--- src/rtl/jtag_tdo_capture_if.sv ---
// JTAG monitor bus: generator/chip pins in, reconstructed scan data out.
// Both ends must share the same DR_MAX_W and IR_W.
interface jtag_tdo_capture_if #(
  parameter int DR_MAX_W = 64,
  parameter int IR_W     = 4
);
  logic                trstn;
  logic                tms;
  logic                tdi;
  logic                tdo;
  logic                cap_en;
  logic [3:0]          tap_state;
  logic [IR_W-1:0]     ir_value;
  logic                ir_valid;
  logic [DR_MAX_W-1:0] dr_tdi;
  logic [DR_MAX_W-1:0] dr_tdo;
  logic [6:0]          dr_len;
  logic                dr_valid;
  logic                overflow;

  modport master (
    output trstn, tms, tdi, tdo, cap_en,
    input  tap_state, ir_value, ir_valid,
    input  dr_tdi, dr_tdo, dr_len,
    input  dr_valid, overflow
  );

  modport slave (
    input  trstn, tms, tdi, tdo, cap_en,
    output tap_state, ir_value, ir_valid,
    output dr_tdi, dr_tdo, dr_len,
    output dr_valid, overflow
  );
endinterface

--- src/rtl/jtag_tdo_capture.sv ---
// Passive TAP replay: tracks state from trstn/tms and
// rebuilds each IR/DR scan, pulsing valid in the Update cycle.
module jtag_tdo_capture #(
  parameter int             DR_MAX_W = 64,
  parameter int             IR_W     = 4,
  parameter logic [IR_W-1:0] IR_RESET = 4'b0010
) (
  input logic              jtag_clk_i,
  input logic              rst_n,
  jtag_tdo_capture_if.slave bus
);

  localparam int         AW   = $clog2(DR_MAX_W);
  localparam logic [6:0] MAXC = 7'(DR_MAX_W);

  typedef enum logic [3:0] {
    TLR    = 4'hF, RTI    = 4'hC,
    SEL_DR = 4'h7, CAP_DR = 4'h6,
    SH_DR  = 4'h2, EX1_DR = 4'h1,
    PAU_DR = 4'h3, EX2_DR = 4'h0,
    UPD_DR = 4'h5, SEL_IR = 4'h4,
    CAP_IR = 4'hE, SH_IR  = 4'hA,
    EX1_IR = 4'h9, PAU_IR = 4'hB,
    EX2_IR = 4'h8, UPD_IR = 4'hD
  } tap_e;

  tap_e                state;
  tap_e                nxt;
  logic [IR_W-1:0]     ir_value;
  logic [IR_W-1:0]     ir_sh;
  logic                ir_valid;
  logic [DR_MAX_W-1:0] sh_tdi;
  logic [DR_MAX_W-1:0] sh_tdo;
  logic [DR_MAX_W-1:0] dr_tdi;
  logic [DR_MAX_W-1:0] dr_tdo;
  logic [6:0]          cnt;
  logic [6:0]          dr_len;
  logic                ovf_int;
  logic                dr_valid;
  logic                overflow;

  // IEEE 1149.1 next-state graph driven by the sampled tms
  always_comb begin
    nxt = state;
    unique case (state)
      TLR:    nxt = bus.tms ? TLR    : RTI;
      RTI:    nxt = bus.tms ? SEL_DR : RTI;
      SEL_DR: nxt = bus.tms ? SEL_IR : CAP_DR;
      CAP_DR: nxt = bus.tms ? EX1_DR : SH_DR;
      SH_DR:  nxt = bus.tms ? EX1_DR : SH_DR;
      EX1_DR: nxt = bus.tms ? UPD_DR : PAU_DR;
      PAU_DR: nxt = bus.tms ? EX2_DR : PAU_DR;
      EX2_DR: nxt = bus.tms ? UPD_DR : SH_DR;
      UPD_DR: nxt = bus.tms ? SEL_DR : RTI;
      SEL_IR: nxt = bus.tms ? TLR    : CAP_IR;
      CAP_IR: nxt = bus.tms ? EX1_IR : SH_IR;
      SH_IR:  nxt = bus.tms ? EX1_IR : SH_IR;
      EX1_IR: nxt = bus.tms ? UPD_IR : PAU_IR;
      PAU_IR: nxt = bus.tms ? EX2_IR : PAU_IR;
      EX2_IR: nxt = bus.tms ? UPD_IR : SH_IR;
      UPD_IR: nxt = bus.tms ? SEL_DR : RTI;
      default: nxt = TLR;
    endcase
  end

  // TAP tracking, scan accumulation and Update-time output latching
  always_ff @(posedge jtag_clk_i or negedge rst_n) begin
    if (!rst_n) begin
      state    <= TLR;
      ir_value <= IR_RESET;
      ir_sh    <= '0;
      ir_valid <= 1'b0;
      sh_tdi   <= '0;
      sh_tdo   <= '0;
      cnt      <= '0;
      ovf_int  <= 1'b0;
      dr_tdi   <= '0;
      dr_tdo   <= '0;
      dr_len   <= '0;
      dr_valid <= 1'b0;
      overflow <= 1'b0;
    end else if (!bus.trstn) begin
      state    <= TLR;
      ir_value <= IR_RESET;
      ir_sh    <= '0;
      ir_valid <= 1'b0;
      sh_tdi   <= '0;
      sh_tdo   <= '0;
      cnt      <= '0;
      ovf_int  <= 1'b0;
      dr_valid <= 1'b0;
    end else begin
      state    <= nxt;
      ir_valid <= (nxt == UPD_IR);
      dr_valid <= (nxt == UPD_DR) && bus.cap_en;
      if (state == CAP_DR) begin
        sh_tdi  <= '0;
        sh_tdo  <= '0;
        cnt     <= '0;
        ovf_int <= 1'b0;
      end else if (state == SH_DR) begin
        if (cnt < MAXC) begin
          sh_tdi[cnt[AW-1:0]] <= bus.tdi;
          sh_tdo[cnt[AW-1:0]] <= bus.tdo;
          cnt <= cnt + 7'd1;
        end else begin
          ovf_int <= 1'b1;
        end
      end
      if (state == CAP_IR)
        ir_sh <= '0;
      else if (state == SH_IR)
        ir_sh <= {bus.tdi, ir_sh[IR_W-1:1]};
      if (nxt == UPD_IR)
        ir_value <= ir_sh;
      if (nxt == UPD_DR && bus.cap_en) begin
        dr_tdi   <= sh_tdi;
        dr_tdo   <= sh_tdo;
        dr_len   <= cnt;
        overflow <= ovf_int;
      end
      if (nxt == TLR) begin
        ir_value <= IR_RESET;
        ir_sh    <= '0;
        sh_tdi   <= '0;
        sh_tdo   <= '0;
        cnt      <= '0;
        ovf_int  <= 1'b0;
      end
    end
  end

  assign bus.tap_state = state;
  assign bus.ir_value  = ir_value;
  assign bus.ir_valid  = ir_valid;
  assign bus.dr_tdi    = dr_tdi;
  assign bus.dr_tdo    = dr_tdo;
  assign bus.dr_len    = dr_len;
  assign bus.dr_valid  = dr_valid;
  assign bus.overflow  = overflow;

endmodule

--- src/flat_wrapper.sv ---
// flat-port wrapper written by rule: the top's interface ports become plain ports
module jtag_tdo_capture_flat 
#(
  parameter int             DR_MAX_W = 64,
  parameter int             IR_W     = 4,
  parameter logic [IR_W-1:0] IR_RESET = 4'b0010
)
  (jtag_clk_i, rst_n, bus_trstn, bus_tms, bus_tdi, bus_tdo, bus_cap_en, bus_tap_state, bus_ir_value, bus_ir_valid, bus_dr_tdi, bus_dr_tdo, bus_dr_len, bus_dr_valid, bus_overflow);
  jtag_tdo_capture_if #(.DR_MAX_W(DR_MAX_W), .IR_W(IR_W)) bus_i ();
  input logic jtag_clk_i;
  input logic rst_n;
  input wire logic [$bits(bus_i.trstn)-1:0] bus_trstn;
  input wire logic [$bits(bus_i.tms)-1:0] bus_tms;
  input wire logic [$bits(bus_i.tdi)-1:0] bus_tdi;
  input wire logic [$bits(bus_i.tdo)-1:0] bus_tdo;
  input wire logic [$bits(bus_i.cap_en)-1:0] bus_cap_en;
  output wire logic [$bits(bus_i.tap_state)-1:0] bus_tap_state;
  output wire logic [$bits(bus_i.ir_value)-1:0] bus_ir_value;
  output wire logic [$bits(bus_i.ir_valid)-1:0] bus_ir_valid;
  output wire logic [$bits(bus_i.dr_tdi)-1:0] bus_dr_tdi;
  output wire logic [$bits(bus_i.dr_tdo)-1:0] bus_dr_tdo;
  output wire logic [$bits(bus_i.dr_len)-1:0] bus_dr_len;
  output wire logic [$bits(bus_i.dr_valid)-1:0] bus_dr_valid;
  output wire logic [$bits(bus_i.overflow)-1:0] bus_overflow;
  assign bus_i.trstn = bus_trstn;
  assign bus_i.tms = bus_tms;
  assign bus_i.tdi = bus_tdi;
  assign bus_i.tdo = bus_tdo;
  assign bus_i.cap_en = bus_cap_en;
  assign bus_tap_state = bus_i.tap_state;
  assign bus_ir_value = bus_i.ir_value;
  assign bus_ir_valid = bus_i.ir_valid;
  assign bus_dr_tdi = bus_i.dr_tdi;
  assign bus_dr_tdo = bus_i.dr_tdo;
  assign bus_dr_len = bus_i.dr_len;
  assign bus_dr_valid = bus_i.dr_valid;
  assign bus_overflow = bus_i.overflow;
  jtag_tdo_capture #(.DR_MAX_W(DR_MAX_W), .IR_W(IR_W), .IR_RESET(IR_RESET)) u_core (.jtag_clk_i(jtag_clk_i), .rst_n(rst_n), .bus(bus_i));
endmodule
--- config.mk ---
export PLATFORM = sky130hd
export DESIGN_NAME = jtag_tdo_capture_flat
export DESIGN_NICKNAME = d
export VERILOG_FILES = /design/src/rtl/jtag_tdo_capture_if.sv /design/src/rtl/jtag_tdo_capture.sv /design/src/flat_wrapper.sv
export SDC_FILE = /design/constraint.sdc
export NUM_CORES = 1
export LEC_CHECK = 0
export BUFFER_PORTS_ARGS = -buffer_cell sky130_fd_sc_hd__buf_2
export CAP_MARGIN = 5
export CORE_ASPECT_RATIO = 0.75
export CORE_MARGIN = 2
export CORE_UTILIZATION = 50
export CTS_CLUSTER_SIZE = 28
export DETAILED_ROUTE_END_ITERATION = 10
export PLACE_DENSITY = 0.68
export SLEW_MARGIN = 20
export SYNTH_ARGS = -nofsm -noshare
export SYNTH_HDL_FRONTEND = slang
export SYNTH_SLANG_ARGS = --single-unit
--- constraint.sdc ---
create_clock -name jtag_clk_i -period 2.9 [get_ports jtag_clk_i]
set_input_delay 0.29 -clock jtag_clk_i [delete_from_list [all_inputs] [get_ports jtag_clk_i]]
set_output_delay 0.29 -clock jtag_clk_i [all_outputs]
set_load 0.03 [all_outputs]
# Word-level counts from Yosys, hierarchy flattened
# Cells that the tools add are included.
[totals]
reg_bits = 286
[classes]
n_addsub = 1
n_lt_le_gt_ge = 3
n_eq_ne = 23
n_reduce_logical = 9
muxes = 47
[ops]
columns = ["cell", "n"]
rows = [
  ["two-way mux 64 bit", 10],
  ["bitwise mux 64 bit", 2],
  ["one-hot mux 4 bit (12 select lines)", 1],
  ["equality test 4 bit (second input constant)", 10],
  ["two-way mux 4 bit", 9],
  ["two-way mux 7 bit", 5],
  ["equality test 4 x 3 -> 1 bit (second input constant)", 5],
  ["two-way mux 2 bit", 6],
  ["two-way mux 3 bit", 4],
  ["!= test 4 x 1 -> 1 bit (second input constant)", 3],
  ["two-way mux 1 bit", 9],
  ["equality test 4 x 2 -> 1 bit (second input constant)", 2],
  ["adder 7 x 1 -> 7 bit (second input constant)", 1],
  ["< comparator 6 x 7 -> 1 bit (second input constant)", 1],
  ["< comparator 7 bit (second input constant)", 1],
  ["demux 1 bit (select 6 bit)", 1],
  [">= comparator 6 x 1 -> 1 bit (second input constant)", 1],
  ["AND reduction 2 bit", 3],
  ["equality test 4 x 1 -> 1 bit (second input constant)", 1],
  ["zero test 4 bit", 1],
  ["!= test 4 x 3 -> 1 bit (second input constant)", 1],
  ["OR reduction 2 bit", 2],
  ["!= test 3 x 1 -> 1 bit (second input constant)", 1],
  ["OR reduction 3 bit", 1],
  ["logical AND 1 bit", 2],
]

# Depth between registers and ports, before layout
[depth]
ltp_word = 10
ltp_mapped = 8

# Worst setup path before layout
# OpenSTA, ideal clock, no wires.
[synth_path]
kind = "reg2reg"
start = "register u_core.state[0] (netlist: u_core.bus.tap_state[0])"
end = "register u_core.sh_tdo[10]"
stages_incl_launch_ff = 8
arrival_time_ps = 1843
slack_ps = 919
path_cell_list = "dfstp_2 > buf_6 > nand3_1 > a21oi_1 > a211o_1 > clkbuf_1 > clkbuf_1 > o221ai_1"
[synth_between]
elab_chain_cells = 6
[synth_lines]
columns = ["element", "line_no", "rtl"]
rows = [
  ["from (decl)", "jtag_tdo_capture.sv:27", "tap_e state;"],
  ["from (signal assigned)", "jtag_tdo_capture.sv:93", "state <= nxt;"],
  ["equality test 4 bit, or another cell as far along", "jtag_tdo_capture.sv:45", "unique case (state)"],
  ["OR reduction 3 bit (no source line) or OR reduction 2 bit (tied branches)", "n/a", ""],
  ["one-hot mux 4 bit (12 select lines)", "jtag_tdo_capture.sv:45", ""],
  ["equality test 4 bit", "jtag_tdo_capture.sv:122", "if (nxt == TLR) begin"],
  ["!= test 4 x 1 -> 1 bit (no source line) or two-way mux 64 bit (tied branches)", "n/a", ""],
  ["AND reduction 2 bit (no source line) or two-way mux 64 bit (tied branches)", "n/a", ""],
  ["to (signal, indexed assignment)", "jtag_tdo_capture.sv:104", "sh_tdo[cnt[AW-1:0]] <= bus.tdo;"],
  ["to (decl)", "jtag_tdo_capture.sv:33", "logic [DR_MAX_W-1:0] sh_tdo;"],
]
# Several ways; a longest one is shown, not always the timed one.
# A chain may end at the register's enable or synchronous reset.

# Final worst setup path
[layout_path]
start = "register u_core.state[1] (netlist: u_core.bus.tap_state[1])"
end = "register u_core.sh_tdi[18]"
[layout_between]
elab_chain_cells = 6
[layout_lines]
columns = ["element", "line_no", "rtl"]
rows = [
  ["equality test 4 bit, or another cell as far along", "jtag_tdo_capture.sv:45", ""],
  ["OR reduction 3 bit (no source line) or OR reduction 2 bit (tied branches)", "n/a", ""],
  ["one-hot mux 4 bit (12 select lines)", "jtag_tdo_capture.sv:45", ""],
  ["equality test 4 bit", "jtag_tdo_capture.sv:122", ""],
  ["!= test 4 x 1 -> 1 bit (no source line) or two-way mux 64 bit (tied branches)", "n/a", ""],
  ["AND reduction 2 bit (no source line) or two-way mux 64 bit (tied branches)", "n/a", ""],
  ["to (signal, indexed assignment)", "jtag_tdo_capture.sv:103", "sh_tdi[cnt[AW-1:0]] <= bus.tdi;"],
  ["to (decl)", "jtag_tdo_capture.sv:32", "logic [DR_MAX_W-1:0] sh_tdi;"],
]
# Several ways; a longest one is shown, not always the timed one.

==> impl_metrics.py <==
metrics = {
    "outcome": {
        "outcome": "finished, final reports clean",
    },
    "detailed_routing": {
        "drtPass1Iterations": 6,
        "wl_mm": 32.6,
        "drc": 0,
        "routedWlPerCell_um": 17.8,
        "drtIter0Drc": 914,
        "antenna_left": 0,
        "vias": 10100,
        "viasPerCell": 5.49,
    },
    "clocking": {
        "cts_tree": "done",
        "clock-sinks": 286,
        "htreeDepth": 1,
        "root_buffer": "clkbuf_16",
        "cts_buffer_depth": 3,
        "path_clk_slew_ns": 0.06,
        "post_cts_buffers": 0,
        "cts_buffers": 29,
        "clock_latency_ns": 0.54,
    },
    "critical_path": {
        "critPathLaunchType": "register",
        "arrival_ns": 2.67,
        "r2r_start": "u_core.bus.tap_state[1]",
        "startpoint": "u_core.bus.tap_state[1]",
        "cp_max_fo": 35,
        "end_kind": "register",
        "crit_required_ns": 3.28,
        "critical_path_class": "reg2reg",
    },
    "synthesis": {
        "ys_seq_area_frac": 0.566,
        "synth_nets": 1375,
        "synthArstFlopShare": 1.00,
        "synth_cell_types": 50,
        "ys_ff_latch": 286,
        "syn-cell-area_um2": 12600,
        "synthCells": 1367,
        "ys.flop_type": "dfrtp_1",
        "avgSynthCellArea_um2": 9.25,
        "synth_warnings": 0,
        "synth_edf_count": 0,
    },
    "power": {
        "power.density_nw_per_um2": 579,
        "peakVddDrop_v": 0.000446,
        "p_leak_nw": 6.72,
        "finalPower_mw": 8.51,
    },
    "floorplanning": {
        "start_util": 0.508,
        "rows": 50,
        "io_pins": 153,
        "dieWidth_um": 188,
        "dieArea_um2": 26600,
        "core_um2": 24900,
        "die_y_um": 142,
    },
    "placement": {
        "place_area_um2": 13700,
        "gp_congestion": 0.792,
        "io_buffers": 152,
        "dp_hpwl_mm": 20.8,
        "place_inst": 1781,
    },
    "finish": {
        "area_growth_pct": 16.4,
        "num-fill-cells": 2249,
        "multiInputGateArea_um2": 4580,
        "post-route-cell-area_um2": 14700,
        "nets": 1483,
        "regArea_um2": 7160,
        "fin_util": 0.591,
        "drive_above_1_share": 0.181,
        "diodes": 0,
        "layout.cells.non_filler": 1834,
    },
    "timing": {
        "tightest_slew_ns": 0.861,
        "rsz0062_at_grt": "false",
        "finalClockSkew_ns": 0.0124,
        "finalHoldViolations": 0,
        "final.min_clock_period_ns": 2.29,
        "drv_slew": 0,
        "maxSlewHeadroom": 0.425,
        "fmax_mhz": 437,
        "totalNegativeSetupSlack_ns": 0,
        "period_share": 0.789,
        "finalSetupViolations": 0,
    },
    "global_route": {
        "grt_max_degree": 116,
        "grt_pass1_wl_mm": 52.4,
        "track_usage": 0.245,
        "antenna_found_initial": 0,
        "grt-ovfl-total": 0,
        "grt_pass1_vias": 9672,
    },
    "flow_run": {
        "drv_cap": 0,
    },
    "hold_path": {
        "hold_start": "bus_trstn",
        "hp-class": "in2reg",
    },
}
-- power by group --
| group | total, mW | internal [mW] | switching, mW |
|---|---|---|---|
| registers | 4.12 | 4.06 | 0.0532 |
| clock network | 3.81 | 2.25 | 1.57 |
| logic | 0.583 | 0.128 | 0.455 |
-- per-stage QoR --
step	hold slack, ns	setup WS (ns)
after global routing	0.0350	0.433
after CTS	0.00680	0.622
after global placement	0.325	0.687
after detailed placement	0.325	0.646
final	0.0287	0.612
after floorplan	-0.00559	0.919
-- critical path, cell delays in order (launching register included) --
cell and delay (ns):
dfstp_2 0.68, nand3_1 0.22, a21oi_1 0.26, a211o_4 0.41, buf_4 0.38, o221ai_1 0.17
-- state kept, by name, indices dropped and copies added (netlist names), 7 cells and up --
register,flops
u_core.sh_tdo,64
u_core.bus.dr_tdo,64
u_core.bus.dr_tdi,64
u_core.bus.dr_len,7
u_core.sh_tdi,64
u_core.cnt,7
-- timing repair --
action	CTS	global route
hold endpoints to repair	76	0
gates resized for setup	0	0
hold buffers	1	0
-- layout make-up --
cell class,count,area share
Clock buffer,38,0.0557
Tap cell,338,0.0287
Multi-Input combinational cell,851,0.311
Sequential cell,286,0.487
Clock inverter,14,0.0103
Inverter,126,0.0321
Timing Repair Buffer,181,0.0750
-- synth_stat cells, types with 3 or more instances --
master    count  area share
buf_2        32       0.013
or4_4         4      0.0036
and3b_1       6      0.0042
mux2i_1      13       0.010
a21oi_1      13      0.0051
buf_4         4      0.0024
o21ai_0     133       0.053
inv_1       126       0.037
nand3b_1      7      0.0042
buf_1        10      0.0030
nor2_1       66       0.020
o221ai_1    113       0.078
nor3b_1       6      0.0036
clkbuf_1     56       0.017
or3b_2        7      0.0048
nand3_1      22      0.0087
mux2_2       19       0.017
dfrtp_1     281        0.56
a22o_1        7      0.0048
o211ai_1      3      0.0018
dfstp_2       5       0.010
nand2_1     392        0.12
and3_1        3      0.0015
or3_1         4      0.0020
-- cell families (layout without fill, tap and decap cells) --
logic type      count (synthesis)  in the layout  synth area share
compound gates                283            283             0.153
fa+ha+maj                       1              1          0.000989
buf+inv                       230            359            0.0738
flops                         286            286             0.566
mux                            32             32            0.0272
simple gates                  535            535             0.179
-- routing by layer --
layer  vias up  wire length (um)  GRT usage
met5         -                 0          0
met4         0               656     0.0551
met3        45              2030     0.0359
met2       335             14700      0.381
met1      4876             15200      0.367
li1       4818                 -          -
-- final timing paths --
check                                          endpoint  slack (ns)  cells past startpoint
worst max-delay path                  u_core.sh_tdi[18]        0.61                      5
worst min-delay path            u_core.bus.tap_state[3]        0.03                      2
worst max register to register        u_core.sh_tdi[18]        0.61                      5
worst min register to register   u_core.bus.ir_value[1]        0.46                      2
max in group asynchronous         u_core.bus.dr_tdo[49]        1.65                      3
min in group asynchronous         u_core.bus.dr_tdi[45]        0.33                      2
-- cell usage in the layout (no fill, tap or decap), types with 2 or more instances in the layout --
| master | synthesis | layout |
|---|---|---|
| or3_1 | 4 | 4 |
| clkbuf_1 | 56 | 3 |
| nor2_1 | 66 | 66 |
| inv_1 | 126 | 126 |
| mux2_2 | 19 | 19 |
| nand2_1 | 392 | 391 |
| a21oi_1 | 13 | 13 |
| nor2b_1 | 2 | 2 |
| clkinv_2 | 0 | 9 |
| a22o_1 | 7 | 7 |
| a31oi_1 | 2 | 2 |
| nor3b_1 | 6 | 6 |
| nand3_1 | 22 | 22 |
| or3b_2 | 7 | 7 |
| buf_12 | 0 | 9 |
| clkbuf_8 | 0 | 6 |
| a32o_1 | 2 | 2 |
| nand3b_1 | 7 | 7 |
| o211ai_1 | 3 | 3 |
| dfrtp_1 | 281 | 281 |
| o21ai_0 | 133 | 133 |
| dfstp_2 | 5 | 5 |
| clkbuf_16 | 0 | 29 |
| mux2i_1 | 13 | 13 |
| nand4_1 | 2 | 2 |
| buf_2 | 32 | 151 |
| buf_4 | 4 | 19 |
| and2_1 | 2 | 2 |
| or4_4 | 4 | 4 |
| nor3_1 | 2 | 2 |
| and3b_1 | 6 | 6 |
| and3_1 | 3 | 3 |
| or4_1 | 2 | 2 |
| bufinv_16 | 0 | 3 |
| o221ai_1 | 113 | 113 |
No activity file was read; power rests on OpenSTA's default activity.
